`src/rtl/clk_div_mon_pkg.sv`:
```
// Shared types for the divided-clock period/duty monitor.
package clk_div_mon_pkg;

    typedef enum logic [1:0] {
        IDLE      = 2'd0,
        WAIT_EDGE = 2'd1,
        MEASURE   = 2'd2,
        LOCKED    = 2'd3
    } mon_state_e;

    function automatic logic within_tol(input logic [31:0] value,
                                        input logic [31:0] target,
                                        input logic [31:0] tol);
        logic [31:0] diff;
        if (value >= target) begin
            diff = value - target;
        end else begin
            diff = target - value;
        end
        return (diff <= tol);
    endfunction

endpackage

```
`src/rtl/clk_div_edge_det.sv`:
```
// Rising/falling edge detector for a signal already synchronous to i_clk.
module clk_div_edge_det (
    input  logic i_clk,
    input  logic i_rst,
    input  logic i_sig,
    output logic o_rise,
    output logic o_fall
);

    logic r_d_q;

    // Previous-cycle copy of the monitored signal
    always_ff @(posedge i_clk or posedge i_rst) begin
        if (i_rst) begin
            r_d_q <= 1'b0;
        end else begin
            r_d_q <= i_sig;
        end
    end

    assign o_rise = i_sig & ~r_d_q;
    assign o_fall = ~i_sig & r_d_q;

endmodule

```
`src/rtl/clk_div_monitor.sv`:
```
// Measures period and high phase of a divided clock in source-clock cycles,
// declares lock after a run of matching periods and flags later deviations.
module clk_div_monitor
    import clk_div_mon_pkg::*;
#(
    parameter int unsigned DIV_FACTOR = 10,
    parameter int unsigned TOL        = 0,
    parameter int unsigned LOCK_COUNT = 4,
    parameter int unsigned CNT_W      = 16
) (
    input  logic             clk,
    input  logic             rst,
    input  logic             clk_div_in,
    input  logic             en,
    input  logic             err_clr,
    output logic [CNT_W-1:0] period_out,
    output logic             period_valid,
    output logic [CNT_W-1:0] high_out,
    output logic             locked,
    output logic             err,
    output logic [15:0]      edge_cnt
);

    localparam logic [CNT_W-1:0] CYC_MAX   = {CNT_W{1'b1}};
    localparam logic [CNT_W-1:0] LOCK_CNT  = CNT_W'(LOCK_COUNT);
    localparam logic [31:0]      STALL_LIM = 32'(2 * DIV_FACTOR);

    mon_state_e       r_state;
    mon_state_e       w_state_nxt;
    logic [CNT_W-1:0] r_cyc;
    logic [CNT_W-1:0] r_good;
    logic [CNT_W-1:0] w_good_nxt;
    logic [CNT_W-1:0] w_good_inc;
    logic [CNT_W-1:0] r_period;
    logic [CNT_W-1:0] r_high;
    logic [15:0]      r_edge_cnt;
    logic             r_locked;
    logic             w_locked_nxt;
    logic             r_err;
    logic             r_pv;
    logic             w_pv_nxt;
    logic             w_err_set;
    logic             w_rise;
    logic             w_fall;
    logic             w_good_per;
    logic             w_stall;
    logic             w_measuring;
    logic             w_clear;

    clk_div_edge_det u_edge_det (
        .i_clk  (clk),
        .i_rst  (rst),
        .i_sig  (clk_div_in),
        .o_rise (w_rise),
        .o_fall (w_fall)
    );

    assign w_good_per  = within_tol(32'(r_cyc), DIV_FACTOR, TOL);
    // A rise on the threshold edge is a (bad) period, not a stall
    assign w_stall     = ~w_rise & (32'(r_cyc) >= STALL_LIM);
    assign w_good_inc  = r_good + CNT_W'(1);
    assign w_measuring = en & ((r_state == MEASURE) | (r_state == LOCKED));
    assign w_clear     = ~en | (r_state == IDLE);

    // FSM state register
    always_ff @(posedge clk or posedge rst) begin
        if (rst) begin
            r_state <= IDLE;
        end else begin
            r_state <= w_state_nxt;
        end
    end

    // Next-state, lock bookkeeping and error-set decode
    always_comb begin
        w_state_nxt  = r_state;
        w_good_nxt   = r_good;
        w_locked_nxt = r_locked;
        w_pv_nxt     = 1'b0;
        w_err_set    = 1'b0;
        if (!en) begin
            w_state_nxt  = IDLE;
            w_good_nxt   = {CNT_W{1'b0}};
            w_locked_nxt = 1'b0;
        end else begin
            case (r_state)
                IDLE: begin
                    w_state_nxt  = WAIT_EDGE;
                    w_good_nxt   = {CNT_W{1'b0}};
                    w_locked_nxt = 1'b0;
                end
                WAIT_EDGE: begin
                    if (w_rise) begin
                        w_state_nxt = MEASURE;
                    end else begin
                        w_state_nxt = WAIT_EDGE;
                    end
                end
                MEASURE: begin
                    if (w_rise) begin
                        w_pv_nxt = 1'b1;
                        if (w_good_per) begin
                            w_good_nxt = w_good_inc;
                            if (w_good_inc >= LOCK_CNT) begin
                                w_state_nxt  = LOCKED;
                                w_locked_nxt = 1'b1;
                            end else begin
                                w_state_nxt = MEASURE;
                            end
                        end else begin
                            w_good_nxt = {CNT_W{1'b0}};
                        end
                    end else if (w_stall) begin
                        w_state_nxt = WAIT_EDGE;
                        w_good_nxt  = {CNT_W{1'b0}};
                    end else begin
                        w_state_nxt = MEASURE;
                    end
                end
                LOCKED: begin
                    if (w_rise) begin
                        w_pv_nxt = 1'b1;
                        if (!w_good_per) begin
                            w_state_nxt  = MEASURE;
                            w_good_nxt   = {CNT_W{1'b0}};
                            w_locked_nxt = 1'b0;
                            w_err_set    = 1'b1;
                        end else begin
                            w_state_nxt = LOCKED;
                        end
                    end else if (w_stall) begin
                        w_state_nxt  = WAIT_EDGE;
                        w_good_nxt   = {CNT_W{1'b0}};
                        w_locked_nxt = 1'b0;
                        w_err_set    = 1'b1;
                    end else begin
                        w_state_nxt = LOCKED;
                    end
                end
                default: begin
                    w_state_nxt  = IDLE;
                    w_good_nxt   = {CNT_W{1'b0}};
                    w_locked_nxt = 1'b0;
                end
            endcase
        end
    end

    // Counters, measurement captures and sticky error
    always_ff @(posedge clk or posedge rst) begin
        if (rst) begin
            r_cyc      <= {CNT_W{1'b0}};
            r_good     <= {CNT_W{1'b0}};
            r_period   <= {CNT_W{1'b0}};
            r_high     <= {CNT_W{1'b0}};
            r_edge_cnt <= 16'd0;
            r_locked   <= 1'b0;
            r_err      <= 1'b0;
            r_pv       <= 1'b0;
        end else begin
            r_good   <= w_good_nxt;
            r_locked <= w_locked_nxt;
            r_pv     <= w_pv_nxt;

            if (w_clear) begin
                r_cyc <= {CNT_W{1'b0}};
            end else if (w_rise) begin
                r_cyc <= CNT_W'(1);
            end else if (r_cyc != CYC_MAX) begin
                r_cyc <= r_cyc + CNT_W'(1);
            end else begin
                r_cyc <= r_cyc;
            end

            if (w_clear) begin
                r_edge_cnt <= 16'd0;
            end else if (w_rise) begin
                r_edge_cnt <= r_edge_cnt + 16'd1;
            end else begin
                r_edge_cnt <= r_edge_cnt;
            end

            if (w_pv_nxt) begin
                r_period <= r_cyc;
            end else begin
                r_period <= r_period;
            end

            if (w_fall && w_measuring) begin
                r_high <= r_cyc;
            end else begin
                r_high <= r_high;
            end

            if (w_err_set) begin
                r_err <= 1'b1;
            end else if (err_clr) begin
                r_err <= 1'b0;
            end else begin
                r_err <= r_err;
            end
        end
    end

    assign period_out   = r_period;
    assign period_valid = r_pv;
    assign high_out     = r_high;
    assign locked       = r_locked;
    assign err          = r_err;
    assign edge_cnt     = r_edge_cnt;

endmodule

```
`config.mk`:
```
export PLATFORM = sky130hd
export DESIGN_NAME = clk_div_monitor
export DESIGN_NICKNAME = d
export VERILOG_FILES = /design/src/rtl/clk_div_mon_pkg.sv /design/src/rtl/clk_div_edge_det.sv /design/src/rtl/clk_div_monitor.sv
export SDC_FILE = /design/constraint.sdc
export NUM_CORES = 1
export LEC_CHECK = 0
export ABC_AREA = 1
export CORE_ASPECT_RATIO = 1.1
export CORE_MARGIN = 10
export CORE_UTILIZATION = 45
export CTS_CLUSTER_DIAMETER = 80
export DETAILED_ROUTE_END_ITERATION = 6
export HOLD_SLACK_MARGIN = 0.12
export PLACE_DENSITY = 0.65
export SLEW_MARGIN = 10
export SYNTH_ARGS = -nofsm -noshare
export SYNTH_HDL_FRONTEND = slang
export SYNTH_SLANG_ARGS = --single-unit
```
`constraint.sdc`:
```
create_clock -name clk -period 5.5 [get_ports clk]
set_clock_uncertainty 0.15 [all_clocks]
set_input_delay 0.825 -clock clk [delete_from_list [all_inputs] [get_ports clk]]
set_output_delay 0.825 -clock clk [all_outputs]
set_load 0.02 [all_outputs]
```
==> results by group, run 1 <==
Outcome
  – Status: finished clean

Floorplan
  – Core area: 12500 µm²
  – Starting density of the core: 45.8%
  – # IOs: 56
  – Die width: 128 µm
  – Die area: 17700 µm²
  – Chip height: 138 µm
  – FP Rows: 43

STA
  – Worst-Margin Slew: 1.10 ns
  – FMAX: 306 MHz
  – Tmin final: 3.27 ns
  – Relative slew slack: 26.4%
  – Hold Slack: 0.319 ns
  – Max Slew Vio Count: 0
  – Final Setup Violations: 0
  – Setup ws final: 2.23 ns
  – Fin. Hold Viols: 0
  – Final period util: 59.5%
  – Post-route setup TNS: 0 ns
  – Unrepaired setup endpoints after global routing: false

Worst setup path
  – Crit path cell chain: clkdlybuf4s50_1 -> nand2_1 -> buf_4 -> inv_1 -> buf_4 -> nor2_1 -> clkinv_1 -> o211ai_1 -> o21ai_0 -> a21oi_1
  – CP peak stage delay: 0.45 ns
  – Element type at the critical path start: input pin
  – Req. time, crit path: 5.63 ns
  – CP Class: input pin to flip-flop
  – Worst-path fanout max: 33
  – Critical Path End Type: flip-flop
  – Critical Path AT: 3.40 ns
  – Slowest CP cell: nor2_1
  – Worst path most repeated cell: buf_4

Yosys
  – Leading post-synthesis cells by cell area: dfrtp_1 37%, nand2_1 18%, nor2_1 5.7%, nand3_1 5.1%, o21ai_0 5.1%
  – Syn. warnings: 0
  – Synth area leader: dfrtp_1
  – Yosys top cell area share: 37.5%
  – Net Count, Synth: 860
  – Register bit count reported by yosys: 86
  – Ys flop type: dfrtp_1
  – FFs w/ async S/R, synth: 100%
  – Avg Cell Area, Syn: 6.83 µm²
  – Post-synth cell types: 45
  – Sequential area share after synthesis: 37.5%
  – EDFF count, synth: 0
  – Synth Instances: 841
  – Post-Syn Area: 5740 µm²

Final layout
  – Design Area, Final: 6730 µm²
  – Sequential cell area: 2150 µm²
  – Area grow syn2layout: 17.1%
  – Util after Layout: 53.6%
  – Area of the multi-input gates: 3130 µm²
  – # nets final: 903
  – Fin cells: 1046
  – Fillers: 1224
  – Layout cells sized above 1: 6.07%
  – ANT cells: 0

Routing
  – Wire length per cell: 15.3 µm
  – WL final: 16000 µm
  – Detailed Route Iter0 Violations: 374
  – Drt via density: 5.37
  – Routed via count: 5620
  – Pre-antenna DRT Iters: 7
  – DRC Markers: 0
  – Antenna Nets Post-Route: 0

Placement
  – Pre-CTS setup slack: 1.90 ns
  – Detail Placement HPWL: 11500 µm
  – RD Place Congestion: 0.921
  – Placed cell area: 6380 µm²
  – PortBufs: 55
  – Placed Cells: 1030

Power
  – Worst vdd ir: 0.258 mV
  – Power per cell area: 210 nW/µm²
  – Leak pwr: 3.18 nW
  – Total power: 1.41 mW

Clock network
  – Root Driver: clkbuf_16
  – Setup bufs post-CTS: 0
  – CTS tree: done
  – Later-pin clock latency in the skew report: 0.36 ns
  – Num CTS Buffers: 9
  – CTS max path bufs: 2
  – CTS Hold Buffers Added: 0
  – Clock transition at path regs: 0.07 ns
  – TritonCTS Sinks: 86
  – CTS resizes: 0
  – Clock H-tree levels: 3

Min path
  – Worst hold path class: flip-flop to flip-flop

Run
  – Max-Cap Viols: 0

GRT
  – GRT overflow: 0
  – Pin count of the biggest net entering global routing: 48
  – Total Routing Usage GR: 18.0%
  – First-pass GRT wire length: 26600 µm
  – Initial antenna violation count: 0
  – Vias in the first global route: 5485
## worst max-delay path, delay by kind of cell
kind,cells,cell delay (ns)
buffers and inverters,5,1.48
and+or+nand+nor,2,0.53
AOI/OAI and AO/OA,3,0.56
## synthesized netlist by cell type, types with 2 or more instances
master	number
ha_1	14
xnor2_1	4
inv_1	77
xor2_1	11
o21ai_1	5
nor2_2	9
a21oi_1	33
nand2_2	8
nand3b_1	3
a31oi_1	3
nand2_1	273
clkinv_1	4
o211ai_1	3
buf_6	4
nor2_4	6
a211oi_1	15
nand2_4	2
buf_4	2
nor3_1	23
o21ai_0	58
nor2_1	87
nand4_1	13
clkbuf_1	19
dfrtp_1	86
nand3_1	59
## cell families (layout without fill, tap and decap cells)
group,count (synthesis),in the layout,share of synthesized area [%]
simple gates,491,491,37.2
compound gates,124,124,12.0
flops,86,86,37.5
buf+inv,111,159,8.00
fa+ha+maj,14,14,3.05
xor+xnor,15,15,2.29
## power breakdown
part	total [mW]	switching, mW	internal [mW]
logic	0.0683	0.0501	0.0181
clock network	0.704	0.293	0.411
registers	0.638	0.00340	0.635
total	1.41	0.347	1.06
## final cells by class
cell class                 instances  share of cell area, %
tap                              157                   2.92
inverter                          83                   4.69
multi-input combinational        644                   46.6
sequential                        86                   32.0
clock inverter                     7                   1.73
timing repair buffer              60                   8.74
clock buffer                       9                   3.35
## layout by cell type (no fill, tap or decap), types with 14 or more instances in the layout
cell             synthesis  layout
nor2_1                  87      87
nor3_1                  23      23
dfrtp_1                 86      86
ha_1                    14      14
o21ai_0                 58      58
clkdlybuf4s50_1          0      55
inv_1                   77      76
nand2_1                273     273
a211oi_1                15      15
a21oi_1                 33      33
nand3_1                 59      59
## layer usage
metal  track usage, %  vias to the layer above  wire [µm]
met5                0                        -          0
met4             7.35                        0        280
met3             3.90                       23        760
met2             31.2                      130       8270
met1             20.9                     2651       6640
li1                 -                     2816          -
## path summary, 6_finish.rpt
kind | startpoint | to | slack, ns | cells after the start
worst max register to register | r_cyc[2] | r_good[8] | 2.39 | 14
worst min register to register | edge_cnt[15] | edge_cnt[15] | 0.32 | 1
max in group asynchronous | rst | period_out[6] | 3.43 | 3
worst min-delay path | edge_cnt[15] | edge_cnt[15] | 0.32 | 1
min in group asynchronous | rst | period_out[12] | 0.78 | 2
worst max-delay path | clk_div_in | r_cyc[14] | 2.23 | 10
## registers in the layout, summed over array words and instances (netlist names)
signal and flops:
edge_cnt 16, err 1, high_out 16, locked 1, period_out 16, period_valid 1, r_cyc 16, r_good 16
r_state 2, u_edge_det.r_d_q 1
Note: power is estimated with default switching activity, not from simulation.
==> inputs of run 2 (changes only) <==
clock period = 3.1 ns   (was 5.5 ns; I/O delays follow)
==> results by group, run 2 (synthesis results as in run 1) <==
Routing
  – Antenna Nets Post-Route: 0 (unchanged)
  – Detailed Route Iter0 Violations: 428 (+14%)
  – WL final: 16400 µm (+2.9%)
  – DRC Markers: 0 (unchanged)
  – Wire length per cell: 15.6 µm (+2.0%)
  – Routed via count: 5691 (+1.3%)
  – Pre-antenna DRT Iters: 6 (-1)
  – Drt via density: 5.39 (+0.40%)

Placement
  – Detail Placement HPWL: 11800 µm (+2.2%)
  – Pre-CTS setup slack: 0.113 ns (-1.79 ns)
  – RD Place Congestion: 0.876 (-4.9%)
  – PortBufs: 55 (unchanged)

STA
  – Worst-Margin Slew: 1.12 ns (+0.0206 ns)
  – Relative slew slack: 25.1% (-1.4 points)
  – Final period util: 92.8%
  – FMAX: 348 MHz
  – Post-route setup TNS: 0 ns (unchanged)
  – Tmin final: 2.88 ns
  – Setup ws final: 0.223 ns (-2.01 ns)
  – Max Slew Vio Count: 0 (unchanged)
  – Fin. Hold Viols: 0 (unchanged)
  – Final Setup Violations: 0 (unchanged)

Clock network
  – Root Driver: clkbuf_16
  – TritonCTS Sinks: 86 (unchanged)
  – Clock H-tree levels: 3 (unchanged)
  – Setup bufs post-CTS: 0 (unchanged)
  – CTS tree: done
  – Clock transition at path regs: 0.07 ns (about the same)
  – Later-pin clock latency in the skew report: 0.35 ns (about the same)
  – Num CTS Buffers: 9 (unchanged)
  – CTS max path bufs: 2 (unchanged)

Final layout
  – Most frequent cells in the layout: 274 x nand2_1, 86 x dfrtp_1, 85 x nor2_1
  – ANT cells: 0 (unchanged)
  – Layout cells sized above 1: 7.35% (+1.3 points)
  – Fillers: 1227 (+0.25%)
  – # nets final: 912 (+1.0%)
  – Util after Layout: 54.2% (+0.54 points)
  – Commonest non-fill, non-tap cell in the layout: nand2_1
  – Area grow syn2layout: 18.3%

Worst setup path
  – Critical Path AT: 3.01 ns (-0.39 ns)
  – Worst R2R Setup Slack: 0.22 ns (-2.17 ns)
  – Element type at the critical path start: flip-flop
  – Worst-path fanout max: 19 (-42%)
  – Req. time, crit path: 3.23 ns (-2.40 ns)
  – Critical Path End Type: flip-flop
  – CP Class: flip-flop to flip-flop
  – Worst r2r src: r_cyc[1]
  – FF-to-FF path depth: 16 (+2)
  – R2r endpoint: r_state[0]

Floorplan
  – Die area: 17700 µm² (unchanged)
  – Core area: 12500 µm² (unchanged)
  – # IOs: 56 (unchanged)
  – Starting density of the core: 45.8% (unchanged)
  – FP Rows: 43 (unchanged)
  – Chip height: 138 µm (unchanged)
  – Die width: 128 µm (unchanged)

GRT
  – GRT overflow: 0 (unchanged)
  – Vias in the first global route: 5293 (-3.5%)
  – First-pass GRT wire length: 26600 µm (about the same)
  – Pin count of the biggest net entering global routing: 46 (-4.2%)
  – Initial antenna violation count: 0 (unchanged)
  – Total Routing Usage GR: 18.1% (+0.068 points)

Min path
  – Hold EP: edge_cnt[15]
  – Worst hold path class: flip-flop to flip-flop
  – Worst hold stages: 1 (unchanged)
  – Min-Delay Startpoint: edge_cnt[15]

Outcome
  – Status: finished clean

Power
  – Worst vdd ir: 0.539 mV (+110%)
  – Power per cell area: 357 nW/µm² (+70%)
  – Leak pwr: 3.22 nW (+1.1%)

Run
  – Max-Cap Viols: 0 (unchanged)
==> run 2: timing repair <==
action,4_1_cts,5_1_grt
hold buffers,0,0
gates resized for setup,0,6
endpoints found under the setup margin,0,20
==> run 2: report_power, final <==
| part | switching (mW) | total [mW] | leakage [nW] | internal [mW] |
|---|---|---|---|---|
| Clock | 0.513 | 1.16 | 0.148 | 0.645 |
| Combinational | 0.0947 | 0.133 | 1.87 | 0.0386 |
| Sequential | 0.00557 | 1.13 | 1.20 | 1.13 |
==> run 2: layer usage <==
layer	track usage, %	wire length, µm
met1	21.9	6890
met2	31.1	8430
met3	3.59	871
met4	5.69	226
met5	0	0
==> run 2: area by class of cell <==
class	count	area (µm²)	share of cell area (%)
Clock buffer	9	225	3.32
Clock inverter	7	87.6	1.29
Inverter	83	315	4.64
Multi-Input combinational cell	647	3170	46.7
Sequential cell	86	2150	31.7
Tap cell	157	196	2.89
Timing Repair Buffer	66	646	9.50
==> run 2: how the worst max path moves through the flow <==
stage / startpoint / to / cells after the start
floorplan: rst / edge_cnt[0] / 1
global placement: r_cyc[1] / r_good[9] / 15
detailed placement: r_cyc[1] / r_good[3] / 15
CTS: r_cyc[1] / r_good[3] / 15
global route: r_cyc[2] / r_state[0] / 19
finish: r_cyc[1] / r_state[0] / 16
==> run 2: metrics by stage <==
step	power (mW)	area [µm²]	std cells	hold slack [ns]
after floorplan	1.24	5740	841	0.343
after global placement	1.28	6440	1036	0.299
after detailed placement	1.29	6440	1036	0.326
after CTS	2.45	6750	1052	0.340
after global routing	2.50	6790	1055	0.363
final	2.42	6790	1055	0.331
==> run 2: critical path: stages (launching register included) <==
cell	delay, ns
dfrtp_1	0.48
inv_2	0.17
ha_1	0.25
o21ai_2	0.11
nor2_4	0.21
nand3_4	0.17
nand2_1	0.09
nand2_1	0.11
nor2_1	0.13
nand2_1	0.06
nor2_1	0.15
nand3_1	0.16
nand2_4	0.23
nor2_1	0.13
nor2_1	0.10
nand2_1	0.07
nand2_1	0.06
